<file path="config.mk">
export PLATFORM = sky130hd
export DESIGN_NAME = id_stage_p
export DESIGN_NICKNAME = d
export VERILOG_FILES = /design/src/rtl/id_stage_p_pkg.sv /design/src/rtl/id_stage_p_regfile.sv /design/src/rtl/id_stage_p.sv
export SDC_FILE = /design/constraint.sdc
export NUM_CORES = 1
export LEC_CHECK = 0
export CAP_MARGIN = 20
export CORE_AREA = 2 2 141 143
export DETAILED_ROUTE_END_ITERATION = 16
export DIE_AREA = 0 0 143 145
export GPL_ROUTABILITY_DRIVEN = 0
export PLACE_DENSITY = 0.92
export SLEW_MARGIN = 5
export SYNTH_ARGS = -nofsm -noshare
export SYNTH_HDL_FRONTEND = slang
export SYNTH_SLANG_ARGS = --single-unit
</file>
<file path="constraint.sdc">
create_clock -name clk -period 6.2 [get_ports clk]
set_clock_uncertainty 0.2 [all_clocks]
set_input_delay 0.93 -clock clk [delete_from_list [all_inputs] [get_ports clk]]
set_output_delay 0.93 -clock clk [all_outputs]
set_load 0.01 [all_outputs]
</file>
<file path="src/rtl/id_stage_p_pkg.sv">
// id_stage_p_pkg: opcodes, ALU command codes and the instruction decoder of the decode stage.
package id_stage_p_pkg;
  localparam logic [15:0] NOP = 16'h0000;
  localparam logic [4:0] OP_ALU  = 5'h01;
  localparam logic [4:0] OP_ADDI = 5'h02;
  localparam logic [4:0] OP_ORI  = 5'h03;
  localparam logic [4:0] OP_LDIH = 5'h04;
  localparam logic [4:0] OP_LD   = 5'h05;
  localparam logic [4:0] OP_ST   = 5'h06;
  localparam logic [4:0] OP_BZ   = 5'h08;
  localparam logic [4:0] OP_BNZ  = 5'h09;
  localparam logic [4:0] OP_BPL  = 5'h0a;
  localparam logic [4:0] OP_JMP  = 5'h0c;
  localparam logic [4:0] OP_JAL  = 5'h0d;
  localparam logic [4:0] OP_JR   = 5'h0e;
  localparam logic [2:0] ADD = 3'd0;
  localparam logic [2:0] ALU_OR = 3'd3;
  localparam logic [2:0] THB = 3'd7;
  typedef enum logic [1:0] {PC_SEQ, PC_BR, PC_JMP} pc_sel_e;
  typedef enum logic [1:0] {CS_FUNC, CS_THB, CS_ADD, CS_OR} com_sel_e;
  typedef enum logic [1:0] {BS_REG, BS_SEXT8, BS_ZEXT8, BS_HIGH8} bsel_e;
  typedef struct packed {
    pc_sel_e  pc_sel;
    com_sel_e com_sel;
    bsel_e    alu_bsel;
    logic     jr_sel;
    logic     rd_sel;
    logic     rwe;
    logic     st_op;
    logic     ld_op;
    logic     use_a;
    logic     use_b;
  } dec_t;
  function automatic logic links(input logic [4:0] opc);
    return opc == OP_JAL;
  endfunction
  // Branch conditions arrive as flags so pc_sel resolves in the same cycle.
  function automatic dec_t decode(input logic [4:0] opc, input logic zerof, input logic posf);
    dec_t d;
    d = '0;
    d.rd_sel = links(opc);
    case (opc)
      OP_ALU:  begin d.rwe = 1'b1; d.use_a = 1'b1; d.use_b = 1'b1; end
      OP_ADDI: begin d.com_sel = CS_ADD; d.alu_bsel = BS_SEXT8; d.rwe = 1'b1; d.use_a = 1'b1; end
      OP_ORI:  begin d.com_sel = CS_OR; d.alu_bsel = BS_ZEXT8; d.rwe = 1'b1; d.use_a = 1'b1; end
      OP_LDIH: begin d.com_sel = CS_THB; d.alu_bsel = BS_HIGH8; d.rwe = 1'b1; end
      OP_LD:   begin d.com_sel = CS_THB; d.rwe = 1'b1; d.ld_op = 1'b1; d.use_b = 1'b1; end
      OP_ST:   begin d.com_sel = CS_THB; d.st_op = 1'b1; d.use_a = 1'b1; d.use_b = 1'b1; end
      OP_BZ:   begin d.pc_sel = zerof ? PC_BR : PC_SEQ; d.use_a = 1'b1; end
      OP_BNZ:  begin d.pc_sel = zerof ? PC_SEQ : PC_BR; d.use_a = 1'b1; end
      OP_BPL:  begin d.pc_sel = posf ? PC_BR : PC_SEQ; d.use_a = 1'b1; end
      OP_JMP:  d.pc_sel = PC_JMP;
      OP_JAL:  begin d.pc_sel = PC_JMP; d.com_sel = CS_THB; d.rwe = 1'b1; end
      OP_JR:   begin d.pc_sel = PC_JMP; d.jr_sel = 1'b1; d.use_a = 1'b1; end
      default: ;
    endcase
    return d;
  endfunction
endpackage

</file>
<file path="src/rtl/id_stage_p_regfile.sv">
// regfile_p: 8 x DW register file, two asynchronous reads, one synchronous write.
module regfile_p #(
  parameter int DW = 16
) (
  input  logic          clk,
  input  logic          rst_n,
  input  logic [2:0]    ra,
  input  logic [2:0]    rb,
  input  logic          we,
  input  logic [2:0]    wa,
  input  logic [DW-1:0] wd,
  output logic [DW-1:0] qa,
  output logic [DW-1:0] qb
);
  logic [DW-1:0] regs_q [8];
  logic [DW-1:0] regs_d [8];
  always_comb begin
    regs_d = regs_q;
    if (we) regs_d[wa] = wd;
  end
  always_ff @(posedge clk) begin
    if (!rst_n) regs_q <= '{default: '0};
    else regs_q <= regs_d;
  end
  assign qa = regs_q[ra];
  assign qb = regs_q[rb];
endmodule

</file>
<file path="src/rtl/id_stage_p.sv">
// id_stage_p: decode stage with EX/MEM/WB forwarding, load-use interlock, downstream hold
// and an optional branch delay slot; branches resolve here on the forwarded A operand.
module id_stage_p
  import id_stage_p_pkg::*;
#(
  parameter int DW = 16,
  parameter bit DELAY_SLOT = 1'b1
) (
  input  logic          clk,
  input  logic          rst_n,
  input  logic [15:0]   op,
  input  logic [DW-1:0] pc_next,
  input  logic          hold,
  input  logic [DW-1:0] ex_result,
  input  logic [2:0]    rd_mem,
  input  logic          rwe_mem,
  input  logic [DW-1:0] mem_result,
  input  logic [2:0]    rd_wb,
  input  logic          rwe_wb,
  input  logic [DW-1:0] wb_data,
  output logic          stall_if,
  output logic [1:0]    pc_sel,
  output logic          jr_sel,
  output logic [DW-1:0] jmp8,
  output logic [DW-1:0] jmp11,
  output logic [DW-1:0] jmpr,
  output logic [DW-1:0] areg,
  output logic [DW-1:0] breg,
  output logic [2:0]    com_id,
  output logic          rwe_id,
  output logic          st_op_id,
  output logic          ld_op_id,
  output logic          valid_id,
  output logic [2:0]    rd_id
);
  logic [15:0] ir_q, ir_d;
  logic [DW-1:0] areg_q, areg_d, breg_q, breg_d;
  logic [2:0] rd_id_q, rd_id_d, com_id_q, com_id_d;
  logic rwe_id_q, rwe_id_d, st_op_id_q, st_op_id_d, ld_op_id_q, ld_op_id_d, valid_id_q, valid_id_d;
  logic [DW-1:0] rf_a, rf_b, a_fwd, b_fwd, b_imm, b_val;
  logic [2:0] rd_mod, rs, com;
  logic zerof, posf, ld_use, stall;
  dec_t dec;
  regfile_p #(.DW(DW)) u_rf (
    .clk(clk), .rst_n(rst_n), .ra(rd_mod), .rb(rs),
    .we(rwe_wb), .wa(rd_wb), .wd(wb_data), .qa(rf_a), .qb(rf_b)
  );
  assign rd_mod = links(ir_q[15:11]) ? 3'd7 : ir_q[10:8];
  assign rs = ir_q[7:5];
  // Youngest producer wins: EX, then MEM, then the write-back port, then the array.
  assign a_fwd = (rwe_id_q && rd_id_q == rd_mod) ? ex_result :
                 (rwe_mem && rd_mem == rd_mod) ? mem_result :
                 (rwe_wb && rd_wb == rd_mod) ? wb_data : rf_a;
  assign b_fwd = (rwe_id_q && rd_id_q == rs) ? ex_result :
                 (rwe_mem && rd_mem == rs) ? mem_result :
                 (rwe_wb && rd_wb == rs) ? wb_data : rf_b;
  assign zerof = a_fwd == '0;
  assign posf = !a_fwd[DW-1] && !zerof;
  assign dec = decode(ir_q[15:11], zerof, posf);
  assign ld_use = ld_op_id_q && rwe_id_q &&
                  ((dec.use_a && rd_id_q == rd_mod) || (dec.use_b && rd_id_q == rs));
  assign stall = ld_use || hold;
  always_comb begin
    b_imm = dec.alu_bsel == BS_SEXT8 ? {{(DW-8){ir_q[7]}}, ir_q[7:0]} :
            dec.alu_bsel == BS_ZEXT8 ? DW'(ir_q[7:0]) : DW'({ir_q[7:0], 8'h00});
    com = dec.com_sel == CS_FUNC ? ir_q[2:0] : dec.com_sel == CS_THB ? THB :
          dec.com_sel == CS_ADD ? ADD : ALU_OR;
    b_val = dec.rd_sel ? pc_next : dec.alu_bsel == BS_REG ? b_fwd : b_imm;
    ir_d = stall ? ir_q : (!DELAY_SLOT && dec.pc_sel != PC_SEQ) ? NOP : op;
    areg_d = areg_q;
    breg_d = breg_q;
    rd_id_d = rd_id_q;
    com_id_d = com_id_q;
    rwe_id_d = rwe_id_q;
    st_op_id_d = st_op_id_q;
    ld_op_id_d = ld_op_id_q;
    valid_id_d = valid_id_q;
    if (!hold && ld_use) begin
      rwe_id_d = 1'b0;
      st_op_id_d = 1'b0;
      ld_op_id_d = 1'b0;
      valid_id_d = 1'b0;
    end else if (!hold) begin
      areg_d = a_fwd;
      breg_d = b_val;
      rd_id_d = rd_mod;
      com_id_d = com;
      rwe_id_d = dec.rwe;
      st_op_id_d = dec.st_op;
      ld_op_id_d = dec.ld_op;
      valid_id_d = 1'b1;
    end
  end
  always_ff @(posedge clk) begin
    if (!rst_n) begin
      ir_q <= NOP;
      areg_q <= '0;
      breg_q <= '0;
      rd_id_q <= '0;
      com_id_q <= '0;
      rwe_id_q <= 1'b0;
      st_op_id_q <= 1'b0;
      ld_op_id_q <= 1'b0;
      valid_id_q <= 1'b0;
    end else begin
      ir_q <= ir_d;
      areg_q <= areg_d;
      breg_q <= breg_d;
      rd_id_q <= rd_id_d;
      com_id_q <= com_id_d;
      rwe_id_q <= rwe_id_d;
      st_op_id_q <= st_op_id_d;
      ld_op_id_q <= ld_op_id_d;
      valid_id_q <= valid_id_d;
    end
  end
  assign stall_if = stall;
  assign pc_sel = stall ? PC_SEQ : dec.pc_sel;
  assign jr_sel = dec.jr_sel;
  assign jmp8 = {{(DW-8){ir_q[7]}}, ir_q[7:0]};
  assign jmp11 = {{(DW-11){ir_q[10]}}, ir_q[10:0]};
  assign jmpr = a_fwd;
  assign areg = areg_q;
  assign breg = breg_q;
  assign rd_id = rd_id_q;
  assign com_id = com_id_q;
  assign rwe_id = rwe_id_q;
  assign st_op_id = st_op_id_q;
  assign ld_op_id = ld_op_id_q;
  assign valid_id = valid_id_q;
endmodule

</file>
; ---- After elaboration in Yosys (flattened, before gate mapping)
; Cells that the tools add are included.
[word_totals]
ff_bits = 186
latchBits = 0
ramBits = 0
mem_bits_ro = 0
inputBits = 91
word_cells = 113
n_memories = 0
[op_classes]
n_addsub = 0
multipliers = 0
div = 0
magnitude_cmp = 4
eq_ne = 22
shift = 0
muxes = 36
n_bitwise = 6
n_reduce_logical = 28
[op_table]
columns = operator, n
row1 = $mux 16, 15
row2 = $bwmux 128, 1
row3 = $bmux 16 s3, 2
row4 = $demux 16 s3, 1
row5 = $eq 5x4->1 const B, 6
row6 = $eq 3x3->1, 6
row7 = $logic_not 16->1, 1
row8 = $eq 5x3->1 const B, 3
row9 = $logic_and 1x1->1, 13
row10 = $ge 4x4->1 const B, 3
row11 = $not 3->4, 3
row12 = $pmux 2 s3, 2
row13 = $eq 5x2->1 const B, 2
row14 = $mux 1, 9
row15 = $mux 3, 3
row16 = $pmux 2 s4, 1
row17 = $reduce_or 8->1, 1
row18 = $reduce_or 3->1, 2
row19 = $reduce_or 6->1, 1
row20 = $eq 5x1->1 const B, 1
row21 = $eq 2x1->1 const B, 2
row22 = $eq 2x2->1 const B, 2
row23 = $logic_not 2->1, 2
row24 = $lt 4x1->1 const B, 1
row25 = other kinds (7), 13

; ---- Logic depth before layout (Yosys ltp)
[logic_depth]
depth_word = 15
mapped_depth = 13
ltp_nobuf = 11

; ---- Modules after synthesis
; Synthesis repeated with hierarchy kept, for this count alone.
[hier_totals]
cells_unflattened = 1314
hier_area_um2 = 11596.1
[by_module_without_submodules]
columns = mod, instances, cells_per_inst, area_each_um2, seq_area_each_um2
row1 = regfile_p, 1, 705, 7160.6, 2562.5
row2 = id_stage_p, 1, 609, 4435.5, 1161.1

; ---- Least setup slack after synthesis
; OpenSTA, ideal clock, no wires.
[synth_timing]
path_type = input-to-output
startpoint = in rd_wb[2]
endpoint = out pc_sel[0]
arrival_time_ps = 3131
t_required_ps = 5070
setup_slack_ps = 1939
path_stages = 11
path_cell_list = clkbuf_1 > nand2_1 > a31oi_1 > buf_2 > a211oi_1 > a211oi_1 > o21ai_0 > nor4_1 > nand4_1 > mux2i_1 > a21oi_1
[synth_via]
elab_chain_cells = 11
word_cells_on_any_way = 14
cone_classes = eq/ne: 1 / mux: 8 / reduce/logical: 5
[synth_rtl]
columns = element, line_no
row1 = start: declaration, id_stage_p.sv:18  ; input logic [2:0] rd_wb,
row2 = $eq 3x3->1 *, id_stage_p.sv:53  ; (rwe_wb && rd_wb == rd_mod) ? wb_data : rf_a;
row3 = $logic_and 1x1->1 *, id_stage_p.sv:53
row4 = $mux 16 *, id_stage_p.sv:53
row5 = $mux 16 *, id_stage_p.sv:52  ; (rwe_mem && rd_mem == rd_mod) ? mem_result :
row6 = $mux 16 *, id_stage_p.sv:51  ; assign a_fwd = (rwe_id_q && rd_id_q == rd_mod) ? ex_result :
row7 = via jmpr[5], id_stage_p.sv:26  ; output logic [DW-1:0] jmpr,
row8 = $logic_not 16->1 *, id_stage_p.sv:57  ; assign zerof = a_fwd == '0;
row9 = $logic_not 1->1, id_stage_p.sv:58  ; assign posf = !a_fwd[DW-1] && !zerof;
row10 = $logic_and 1x1->1, id_stage_p.sv:58
row11 = $mux 1, id_stage_p_pkg.sv:51  ; OP_BPL: begin d.pc_sel = posf ? PC_BR : PC_SEQ; d.use_a = 1'b1; end
row12 = $pmux 2 s4 *, id_stage_p_pkg.sv:42  ; case (opc)
row13 = $mux 2 *, id_stage_p.sv:118  ; assign pc_sel = stall ? PC_SEQ : dec.pc_sel;
row14 = end: declaration, id_stage_p.sv:22  ; output logic [1:0] pc_sel,
; The timed path passes the listed nets; every way through them passes the cells marked *.

; ---- Final worst setup path
[layout_timing]
startpoint = reg ir_q[8]
endpoint = out pc_sel[0]
[layout_via]
elab_chain_cells = 14
word_cells_on_any_way = 27
cone_classes = eq/ne: 3 / mux: 12 / bitwise: 1 / reduce/logical: 11
[layout_rtl]
columns = element, line_no
row1 = start: declaration, id_stage_p.sv:36  ; logic [15:0] ir_q, ir_d;
row2 = start signal: assignment, id_stage_p.sv:106  ; ir_q <= ir_d;
row3 = $mux 3 *, id_stage_p.sv:48  ; assign rd_mod = links(ir_q[15:11]) ? 3'd7 : ir_q[10:8];
row4 = $not 3->4 (not written as such), id_stage_p_regfile.sv:25  ; assign qa = regs_q[ra];
row5 = $bmux 16 s3, id_stage_p_regfile.sv:25
row6 = $mux 16 (not written as such) (2 in series), id_stage_p_regfile.sv:25
row7 = $mux 16, id_stage_p.sv:53
row8 = $mux 16, id_stage_p.sv:52
row9 = $mux 16, id_stage_p.sv:51
row10 = $logic_not 16->1, id_stage_p.sv:57
row11 = $logic_not 1->1, id_stage_p.sv:58
row12 = $logic_and 1x1->1, id_stage_p.sv:58
row13 = $mux 1, id_stage_p_pkg.sv:51
row14 = $pmux 2 s4, id_stage_p_pkg.sv:42
row15 = $mux 2 *, id_stage_p.sv:118
; Mark *: on every way between the ends. The rest lies on a longest branch, timed or not. The select of a mux whose other input is x is not followed.

==> results.toml <==
[global_route]
grt_pass1_wl_mm = 61.35
grt.total_usage_pct = 38.14
antenna_found_initial = 0
grt_overflow = 0
grt_pass1_vias = 11160
grt_max_degree = 102

[power_and_ir_drop]
p_per_area_nw_per_um2 = 223.8
power.total_uw = 2994
p_leak_uw = 0.004545
max-vdd-ir-drop_v = 0.0001893

[setup_path]
crit_fanout = 30
arrival_ns = 4.82
cp_top_family = "compound AO/OA/AOI/OAI gates"
crit_required_ns = 5.07
crit_chain = "a21boi_0 -> o32ai_1 -> nand2_1 -> o21ai_0 -> o21ai_0 -> nor4_1 -> nand4_1 -> mux2i_1 -> a21oi_1 -> clkdlybuf4s50_1"
start_kind = "register"
cp_num_buf_inv = 1
criticalPathCategory = "reg -> out"
cpMostUsedCell = "o21ai_0"
max_stage_delay_ns = 0.87
slowest_stage = "dfxtp_2"
worst_setup_path_end_kind = "primary output"

[sta]
max_clock_freq_ghz = 0.1680
post-route-period-util_pct = 95.99
layout_setup_ws_ns = 0.2485
hold_viol = 0
period_needed_ns = 5.952
slew_violations = 0
hold_slack_ns = 0.2663
setup_violations = 0
worst_slew_pin_slew_ns = 1.120
finalSetupTns_ns = 0
slew_headroom_pct = 24.77
rsz0062_at_grt = "no"

[hold_path]
min_path_type = "reg -> reg"

[clock_network]
root_buffer = "clkbuf_16"
cts_sinks = 186
cts-buffers-inserted = 17
cts-hold-fix-buffers = 0
clk_latency_ns = 0.45
cts_buffer_depth = 2
cts_tree = "done"
path_clk_slew_ns = 0.07
htree_num_levels = 4
cts_setup_buffers = 0

[floorplanning]
io_pins = 185
fp.dieW_um = 143
row_count = 51
dieArea_um2 = 20740
coreArea_um2 = 19210
die_height_um = 145
start_util_pct = 57.88

[logic_synthesis]
ys_ff_latch = 186
synthArstFlopShare_pct = 0
ys.flop_type = "dfxtp_1"
synth_area_um2 = 11120
ys_seq_area_share_pct = 33.49
avgSynthCellArea_um2 = 8.021
synth-warning-count = 0
synthDistinctLibCells = 59
synth_nets = 1477
synth_edf_count = 0
syn_inst = 1386

[drt]
viasPerCell = 6.638
ant_nets = 0
avgRoutedWirePerCell_um = 22.90
num_vias = 11530
drt_pre_antenna_iters = 7
drc = 0
wirelength_mm = 39.79
drtIter0Drc = 1961

[cells_and_area]
final_common_cell = "nand2_1"
drive_above_1_share_pct = 9.715
n_antenna_cell = 0
mostFrequentLayoutCells = "nand2_1, clkdlybuf4s50_1, dfxtp_1"
fin_nets = 1551
syn2layout_area_growth_pct = 20.36

[run]
cap_violations = 0

[placement]
dp_hpwl_mm = 26.86
post-place-ws_ns = 0.5222
portBuffers = 184

[status]
outcome = "completed"
-- worst min-delay path, stage by stage (launching register included) --
cell     delay, ns
dfxtp_1       0.31
inv_1         0.05
a21oi_1       0.05
-- path summary, 6_finish.rpt --
| check | from | end | slack (ns) | cells after the start |
|---|---|---|---|---|
| hold / removal | valid_id$_SDFFE_PP0N_ | valid_id$_SDFFE_PP0N_ | 0.27 | 2 |
| hold reg to reg | valid_id$_SDFFE_PP0N_ | valid_id$_SDFFE_PP0N_ | 0.27 | 2 |
| setup / recovery | ir_q[8]$_SDFFE_PN0P_ | pc_sel[0] | 0.25 | 10 |
| setup reg to reg | ir_q[8]$_SDFFE_PN0P_ | areg[3]$_SDFFE_PN0P_ | 2.26 | 9 |
-- layout make-up --
cell class                      count  area (um2)
Tap cell                          265       331.6
Sequential cell                   186        3729
Multi-Input combinational cell   1019        6578
Timing Repair Buffer              214        2068
Clock inverter                     11       135.1
Inverter                           22       82.58
Fill cell                        1404        5827
Clock buffer                       20       456.7
-- synth_stat cells, drive strengths merged, types with 3 or more instances --
master / n / area share [%]
nand2: 325 / 11
dfxtp: 186 / 33
a21boi: 147 / 9.9
nor2: 100 / 3.4
clkbuf: 99 / 3.3
buf: 60 / 3.5
a21oi: 52 / 2.3
a211oi: 45 / 3.1
mux2i: 36 / 3.2
o21ai: 36 / 1.7
mux2: 33 / 3.3
mux4: 32 / 6.5
a221oi: 31 / 2.4
inv: 22 / 0.74
nor2b: 22 / 1.2
a22oi: 17 / 1.1
nor3: 16 / 0.72
nor3b: 16 / 1.1
o221ai: 16 / 1.3
nand2b: 13 / 0.73
nand3: 13 / 0.59
xnor2: 9 / 0.71
a2bb2oi: 7 / 0.55
nand4: 5 / 0.28
o211a: 5 / 0.45
o211ai: 5 / 0.38
xor2: 5 / 0.39
nor4: 4 / 0.23
o21bai: 3 / 0.20
-- routing by layer --
layer	global-route usage, %	vias to the layer above	wire length [um]
met5	0	-	0
met4	27.72	0	3440
met3	12.84	305	5392
met2	58.47	981	17520
met1	44.01	5254	13430
li1	-	4991	-
-- registers in the layout, indices dropped and copies added, names as in the netlist --
register / flops
areg: 16
breg: 16
com_id: 3
ir_q: 16
ld_op_id: 1
rd_id: 3
rwe_id: 1
st_op_id: 1
u_rf.regs_q: 128
valid_id: 1
-- stage by stage --
stage / cells / instance area, um2 / util (%)
finish: 1737 / 13380 / 69.66
global route: 1737 / 13380 / 69.66
CTS: 1736 / 13360 / 69.57
detailed placement: 1705 / 12770 / 66.48
global placement: 1705 / 12770 / 66.48
floorplan: 1386 / 11120 / -
-- kinds of logic after synthesis --
family | after synthesis | share of synthesized area, %
compound gates | 379 | 24.67
xor+xnor | 14 | 1.103
buf+inv | 181 | 7.552
flops | 186 | 33.49
mux | 101 | 13.07
simple gates | 525 | 20.11
-- what timing repair did --
item	4_1_cts	5_1_grt
endpoints found under the setup margin	0	1
hold endpoints to repair	0	0
resized for setup	0	1
-- where the power goes --
group	internal, uW	switching, uW	total (uW)
combinational	270	323	593
sequential	1240	52.5	1290
clock	619	495	1110
total	2120	870	2990
Note: power is estimated with default switching activity, not from simulation.
